## config.mk

```make
export PLATFORM = sky130hd
export DESIGN_NAME = stdout_uart_tx
export DESIGN_NICKNAME = d
export VERILOG_FILES = /design/src/rtl/stdout_uart_tx.sv
export SDC_FILE = /design/constraint.sdc
export NUM_CORES = 1
export LEC_CHECK = 0
export ABC_AREA = 1
export BUFFER_PORTS_ARGS = -buffer_cell sky130_fd_sc_hd__buf_2
export CORE_MARGIN = 2
export CORE_UTILIZATION = 50
export CTS_BUF_LIST = sky130_fd_sc_hd__clkbuf_2
export DETAILED_ROUTE_END_ITERATION = 16
export GPL_TIMING_DRIVEN = 0
export PLACE_DENSITY = 0.74
export SYNTH_ARGS = -nofsm -noshare
export SYNTH_HDL_FRONTEND = slang
export SYNTH_SLANG_ARGS = --single-unit
```

## constraint.sdc

```tcl
create_clock -name clk -period 4.8 [get_ports clk]
set_input_delay 0.96 -clock clk [delete_from_list [all_inputs] [get_ports clk]]
set_output_delay 0.96 -clock clk [all_outputs]
set_load 0.01 [all_outputs]
```

## src/rtl/stdout_uart_tx.sv

```systemverilog
// STDOUT transmit path: byte FIFO feeding an 8N1 UART serializer (LSB first).
// Define STDOUT_UART_TX_PARITY_EN to insert an even-parity bit (8E1 framing).
module stdout_uart_tx #(
  parameter int CLK_PER_BIT = 868,
  parameter int FIFO_DEPTH  = 16
) (
  input  logic       clk,
  input  logic       rstn,
  input  logic       stdout_write_enable,
  input  logic [7:0] stdout_write_data,
  output logic       stdout_full,
  output logic       stdout_empty,
  output logic       stdout_overflow,
  output logic       txd
);

  localparam int AW = $clog2(FIFO_DEPTH);
  localparam int BW = $clog2(CLK_PER_BIT);

  localparam logic [AW:0]   FULL_COUNT = (AW+1)'(FIFO_DEPTH);
  localparam logic [AW:0]   CNT_ONE    = (AW+1)'(1);
  localparam logic [AW-1:0] PTR_ONE    = AW'(1);
  localparam logic [BW-1:0] BAUD_LAST  = BW'(CLK_PER_BIT - 1);
  localparam logic [BW-1:0] BAUD_ONE   = BW'(1);

  localparam logic [2:0] IDLE   = 3'd0;
  localparam logic [2:0] START  = 3'd1;
  localparam logic [2:0] DATA   = 3'd2;
  localparam logic [2:0] STOP   = 3'd3;
`ifdef STDOUT_UART_TX_PARITY_EN
  localparam logic [2:0] PARITY = 3'd4;
`endif

  logic [7:0]    mem [FIFO_DEPTH];
  logic [AW-1:0] wr_ptr_reg;
  logic [AW-1:0] rd_ptr_reg;
  logic [AW:0]   count_reg;
  logic          overflow_reg;

  logic [2:0]    state_reg;
  logic [BW-1:0] baud_reg;
  logic [2:0]    bit_idx_reg;
  logic [7:0]    shift_reg;
  logic          txd_reg;
`ifdef STDOUT_UART_TX_PARITY_EN
  logic          parity_reg;
`endif

  logic full;
  logic push;
  logic pop;
  logic baud_done;
  logic have_data;

  assign full      = (count_reg == FULL_COUNT);
  assign have_data = (count_reg != '0);
  assign baud_done = (baud_reg == BAUD_LAST);
  assign push      = stdout_write_enable && !full;
  // Pop either from IDLE or at the tail of a stop bit, so frames run back to back.
  assign pop       = have_data && ((state_reg == IDLE) || (state_reg == STOP && baud_done));

  assign stdout_full     = full;
  assign stdout_empty    = !have_data && (state_reg == IDLE);
  assign stdout_overflow = overflow_reg;
  assign txd             = txd_reg;

  always_ff @(posedge clk) begin
    if (push) begin
      mem[wr_ptr_reg] <= stdout_write_data;
    end
  end

  always_ff @(posedge clk or negedge rstn) begin
    if (!rstn) begin
      wr_ptr_reg   <= '0;
      rd_ptr_reg   <= '0;
      count_reg    <= '0;
      overflow_reg <= 1'b0;
    end else begin
      if (push) begin
        wr_ptr_reg <= wr_ptr_reg + PTR_ONE;
      end
      if (pop) begin
        rd_ptr_reg <= rd_ptr_reg + PTR_ONE;
      end
      if (push && !pop) begin
        count_reg <= count_reg + CNT_ONE;
      end else if (pop && !push) begin
        count_reg <= count_reg - CNT_ONE;
      end
      // Full is judged on the registered count, so a same-cycle pop does not rescue the write.
      if (stdout_write_enable && full) begin
        overflow_reg <= 1'b1;
      end
    end
  end

  always_ff @(posedge clk or negedge rstn) begin
    if (!rstn) begin
      state_reg   <= IDLE;
      baud_reg    <= '0;
      bit_idx_reg <= '0;
      shift_reg   <= '0;
      txd_reg     <= 1'b1;
`ifdef STDOUT_UART_TX_PARITY_EN
      parity_reg  <= 1'b0;
`endif
    end else begin
      case (state_reg)
        IDLE: begin
          txd_reg <= 1'b1;
          if (pop) begin
            shift_reg <= mem[rd_ptr_reg];
`ifdef STDOUT_UART_TX_PARITY_EN
            parity_reg <= ^mem[rd_ptr_reg];
`endif
            baud_reg  <= '0;
            state_reg <= START;
            txd_reg   <= 1'b0;
          end
        end
        START: begin
          if (baud_done) begin
            baud_reg    <= '0;
            bit_idx_reg <= '0;
            state_reg   <= DATA;
            txd_reg     <= shift_reg[0];
          end else begin
            baud_reg <= baud_reg + BAUD_ONE;
          end
        end
        DATA: begin
          if (baud_done) begin
            baud_reg  <= '0;
            shift_reg <= {1'b0, shift_reg[7:1]};
            if (bit_idx_reg == 3'd7) begin
`ifdef STDOUT_UART_TX_PARITY_EN
              state_reg <= PARITY;
              txd_reg   <= parity_reg;
`else
              state_reg <= STOP;
              txd_reg   <= 1'b1;
`endif
            end else begin
              bit_idx_reg <= bit_idx_reg + 3'd1;
              txd_reg     <= shift_reg[1];
            end
          end else begin
            baud_reg <= baud_reg + BAUD_ONE;
          end
        end
`ifdef STDOUT_UART_TX_PARITY_EN
        PARITY: begin
          if (baud_done) begin
            baud_reg  <= '0;
            state_reg <= STOP;
            txd_reg   <= 1'b1;
          end else begin
            baud_reg <= baud_reg + BAUD_ONE;
          end
        end
`endif
        STOP: begin
          if (baud_done) begin
            baud_reg <= '0;
            if (pop) begin
              shift_reg <= mem[rd_ptr_reg];
`ifdef STDOUT_UART_TX_PARITY_EN
              parity_reg <= ^mem[rd_ptr_reg];
`endif
              state_reg <= START;
              txd_reg   <= 1'b0;
            end else begin
              state_reg <= IDLE;
              txd_reg   <= 1'b1;
            end
          end else begin
            baud_reg <= baud_reg + BAUD_ONE;
          end
        end
        default: begin
          state_reg <= IDLE;
          baud_reg  <= '0;
          txd_reg   <= 1'b1;
        end
      endcase
    end
  end

endmodule

```

==> key figures <==
Status
  – Outcome: finished, violations left
  – Failing checks: design-rule violations

Clock tree
  – TritonCTS sink count: 166
  – Clock insertion delay at the later pin of the skew report: 0.78 ns
  – Buffer type at the clock tree root: sky130_fd_sc_hd__clkbuf_2
  – CTS hold repair buffers: 0
  – Register clock-pin slew on the reported worst setup and hold paths: 0.25 ns
  – Post-CTS setup buffer count: 0
  – Maximum count of clock buffers along a single path: 2
  – Total clock buffers created by CTS: 17
  – CTS resizes: 0
  – Clock tree from TritonCTS: yes
  – H-tree lvl count: 4

STA
  – Pins over their slew limit: 0
  – Post-route clock period utilization: 66.7%
  – Final hold slack: 0.265 ns
  – Shortest clock period the worst path allows after layout: 3.20 ns
  – Post-route setup TNS: 0 ns
  – Setup-failing EPs final: 0
  – Slew Limit Headroom: 41.1%
  – Maximum clock rate: 0.312 GHz
  – Post-route clock skew: 0.0383 ns
  – Unrepaired setup endpoints after global routing: false
  – Final setup slack of the worst path: 1.60 ns
  – Final number of hold-violating endpoints: 0
  – Worst Tran Pin Value: 0.883 ns

Logic synthesis
  – Number of enable flip-flop cells after synthesis: 128
  – Cells after Synth: 763
  – Number of warnings issued by yosys: 0
  – Number of register bits inferred by synthesis: 166
  – Syn_nets: 792
  – Share of synthesized area occupied by flip-flops and latches: 63.1%
  – Proportion of synthesized flip-flops having asynchronous set or reset: 22.9%
  – Synthesized area per cell: 9.96 sq um
  – Cell variety after synth: 39
  – Leading register cell type out of synthesis: sky130_fd_sc_hd__edfxtp_1
  – Netlist area before placement: 7600 sq um

Finish
  – Number of flip-flops in the largest register: 128
  – # diodes: 0
  – Area growth from synthesis to layout: 6.81%
  – Most common cell after layout, fill and taps aside: sky130_fd_sc_hd__nand2_1
  – Number of nets in the finished design: 825
  – Most frequent cells in the layout: sky130_fd_sc_hd__nand2_1 (234), sky130_fd_sc_hd__edfxtp_1 (128), sky130_fd_sc_hd__inv_1 (99)
  – Number of standard cells in the final layout excluding fillers: 997
  – Share of layout cells above drive strength 1: 8.41%
  – Filler cell count in the final layout: 1310

Placed design
  – Number of port buffers: 14
  – Count of placed standard cells including taps: 965
  – Final Wtd Congestion: 0.953
  – HPWL after detailed placement: 11.5 mm
  – DP Worst Slack: 2.04 ns

Routing
  – DRC violation count after routing: 1
  – Vias/cell: 5.25
  – Drt first-iter violations: 564
  – Final Routed Wirelength: 16.5 mm
  – ANT nets after route: 0
  – Wire length per cell: 16.5 um
  – Number of vias after detailed routing: 5236
  – Length of the first detailed-routing pass in iterations: 12

Critical path
  – Crit-path max FO: 8
  – Cell count of the worst reg-to-reg path: 15
  – Setup Crit Path Kind: flip-flop to output port
  – Startpoint kind of the worst setup timing path: flip-flop
  – Data arrival at the endpoint of the critical path: 2.24 ns
  – Reg-to-reg endpoint: count_reg[4]
  – Type of destination of the critical path: output port
  – Flop-to-flop setup slack: 2.12 ns
  – Crit path required time: 3.84 ns
  – Launch point of the worst reg-to-reg path: state_reg[0]

Power
  – Cell internal pwr: 1970 uW
  – Combinational share of power: 13.5%
  – Register share of total power: 62.5%
  – Net switching fraction of the power: 30.3%
  – Clock network fraction of design power: 24.0%
  – Leakage power of the design: 0.00357 uW
  – Net switching component of the power: 858 uW
  – Worst VDD drop: 0.333 mV
  – PwrDens: 349 nW/um^2

Die
  – Standard cell core area: 15000 sq um
  – Starting Density: 50.6%
  – Top-level port count: 15
  – Die outline area: 16200 sq um
  – Row Count: 45
  – Floorplan die width: 127 um
  – Die span in y: 127 um

GRT
  – Largest net degree at the start of global routing: 39
  – GRT Resource Usage Total: 21.7%
  – Number of global-route vias before repair: 4938
  – First-pass GRT wire length: 26.0 mm
  – Antenna violations before repair: 0
  – Grt ovf: 0

Job
  – Max-cap violation count: 0

Worst hold path
  – Min-delay worst type: input port to async pin
==> per-layer routing <==
| metal | wire length [um] | GRT usage, % | share of wire [%] |
|---|---|---|---|
| met1 | 7200 | 29.8 | 44 |
| met3 | 1120 | 4.27 | 6.8 |
| met5 | 0 | 0 | 0 |
| met4 | 343 | 7.43 | 2.1 |
| met2 | 7790 | 34.9 | 47 |
==> metrics by stage <==
stage	instance area [sq um]	utilization [%]	total power [uW]
floorplan	7600	-	2050
global placement	7910	52.6	2170
detailed placement	7910	52.6	2190
CTS	8120	54.0	2840
global route	8120	54.0	2970
finish	8120	54.0	2830
==> cell usage after synthesis, types with 2 or more instances <==
library cell	instances	share of area [%]
sky130_fd_sc_hd__nor2_2	2	0.16
sky130_fd_sc_hd__ha_1	17	2.8
sky130_fd_sc_hd__a32o_1	2	0.26
sky130_fd_sc_hd__buf_2	11	0.72
sky130_fd_sc_hd__o22ai_1	2	0.16
sky130_fd_sc_hd__xor2_1	9	1.0
sky130_fd_sc_hd__buf_1	2	0.099
sky130_fd_sc_hd__nand2_1	234	12
sky130_fd_sc_hd__nand4_1	3	0.25
sky130_fd_sc_hd__o21ai_0	20	1.3
sky130_fd_sc_hd__a21oi_1	20	1.3
sky130_fd_sc_hd__edfxtp_1	128	51
sky130_fd_sc_hd__o211ai_1	2	0.20
sky130_fd_sc_hd__nand2_8	3	0.79
sky130_fd_sc_hd__nor2_1	53	2.6
sky130_fd_sc_hd__xnor2_1	2	0.23
sky130_fd_sc_hd__inv_1	99	4.9
sky130_fd_sc_hd__clkbuf_1	12	0.59
sky130_fd_sc_hd__a31oi_1	2	0.16
sky130_fd_sc_hd__dfrtp_1	37	12
sky130_fd_sc_hd__nand3_1	84	5.5
sky130_fd_sc_hd__clkinv_1	2	0.099
==> logic make-up (layout without fill, tap and decap cells) <==
group / count (synthesis) / after routing / share of synthesized area [%]
flip-flops: 166 / 166 / 63.1
XOR/XNOR: 11 / 11 / 1.27
AO/OA/AOI/OAI: 56 / 56 / 4.44
adder cells (fa/ha/maj): 18 / 18 / 3.06
AND/OR/NAND/NOR: 384 / 384 / 21.5
buffers and inverters: 128 / 174 / 6.60
==> worst max-delay path by stage <==
stage                     cells past startpoint                 from      endpoint
after floorplan                              15         state_reg[0]  count_reg[4]
after global placement                       11  stdout_write_enable  count_reg[4]
after detailed placement                     11  stdout_write_enable  count_reg[4]
after CTS                                     5         state_reg[0]  stdout_empty
after global routing                          5         state_reg[0]  stdout_empty
final                                         5         state_reg[0]  stdout_empty
==> critical path: stages, from the launching register on <==
cell and delay (ns):
sky130_fd_sc_hd__dfrtp_1 0.48, sky130_fd_sc_hd__inv_1 0.12, sky130_fd_sc_hd__ha_1 0.24, sky130_fd_sc_hd__inv_1 0.15, sky130_fd_sc_hd__nor2_2 0.31, sky130_fd_sc_hd__buf_2 0.20
==> final cells by class <==
| cell class | count | area, sq um | area share (%) |
|---|---|---|---|
| clock buffer | 18 | 90.1 | 1.11 |
| buffer | 26 | 119 | 1.46 |
| sequential | 166 | 4800 | 59.1 |
| tap | 188 | 235 | 2.90 |
| clock inverter | 14 | 123 | 1.51 |
| inverter | 102 | 383 | 4.72 |
| timing repair buffer | 14 | 70.1 | 0.863 |
| multi-input combinational | 469 | 2300 | 28.4 |
==> power by group through the flow <==
stage | Combinational (uW) | Clock (uW) | Sequential, uW
after floorplan | 265 | 0 | 1790
after global placement | 376 | 0 | 1800
after detailed placement | 386 | 0 | 1800
after CTS | 386 | 681 | 1770
after global routing | 445 | 737 | 1780
final | 383 | 679 | 1770
No activity file was read; power rests on OpenSTA's default activity.
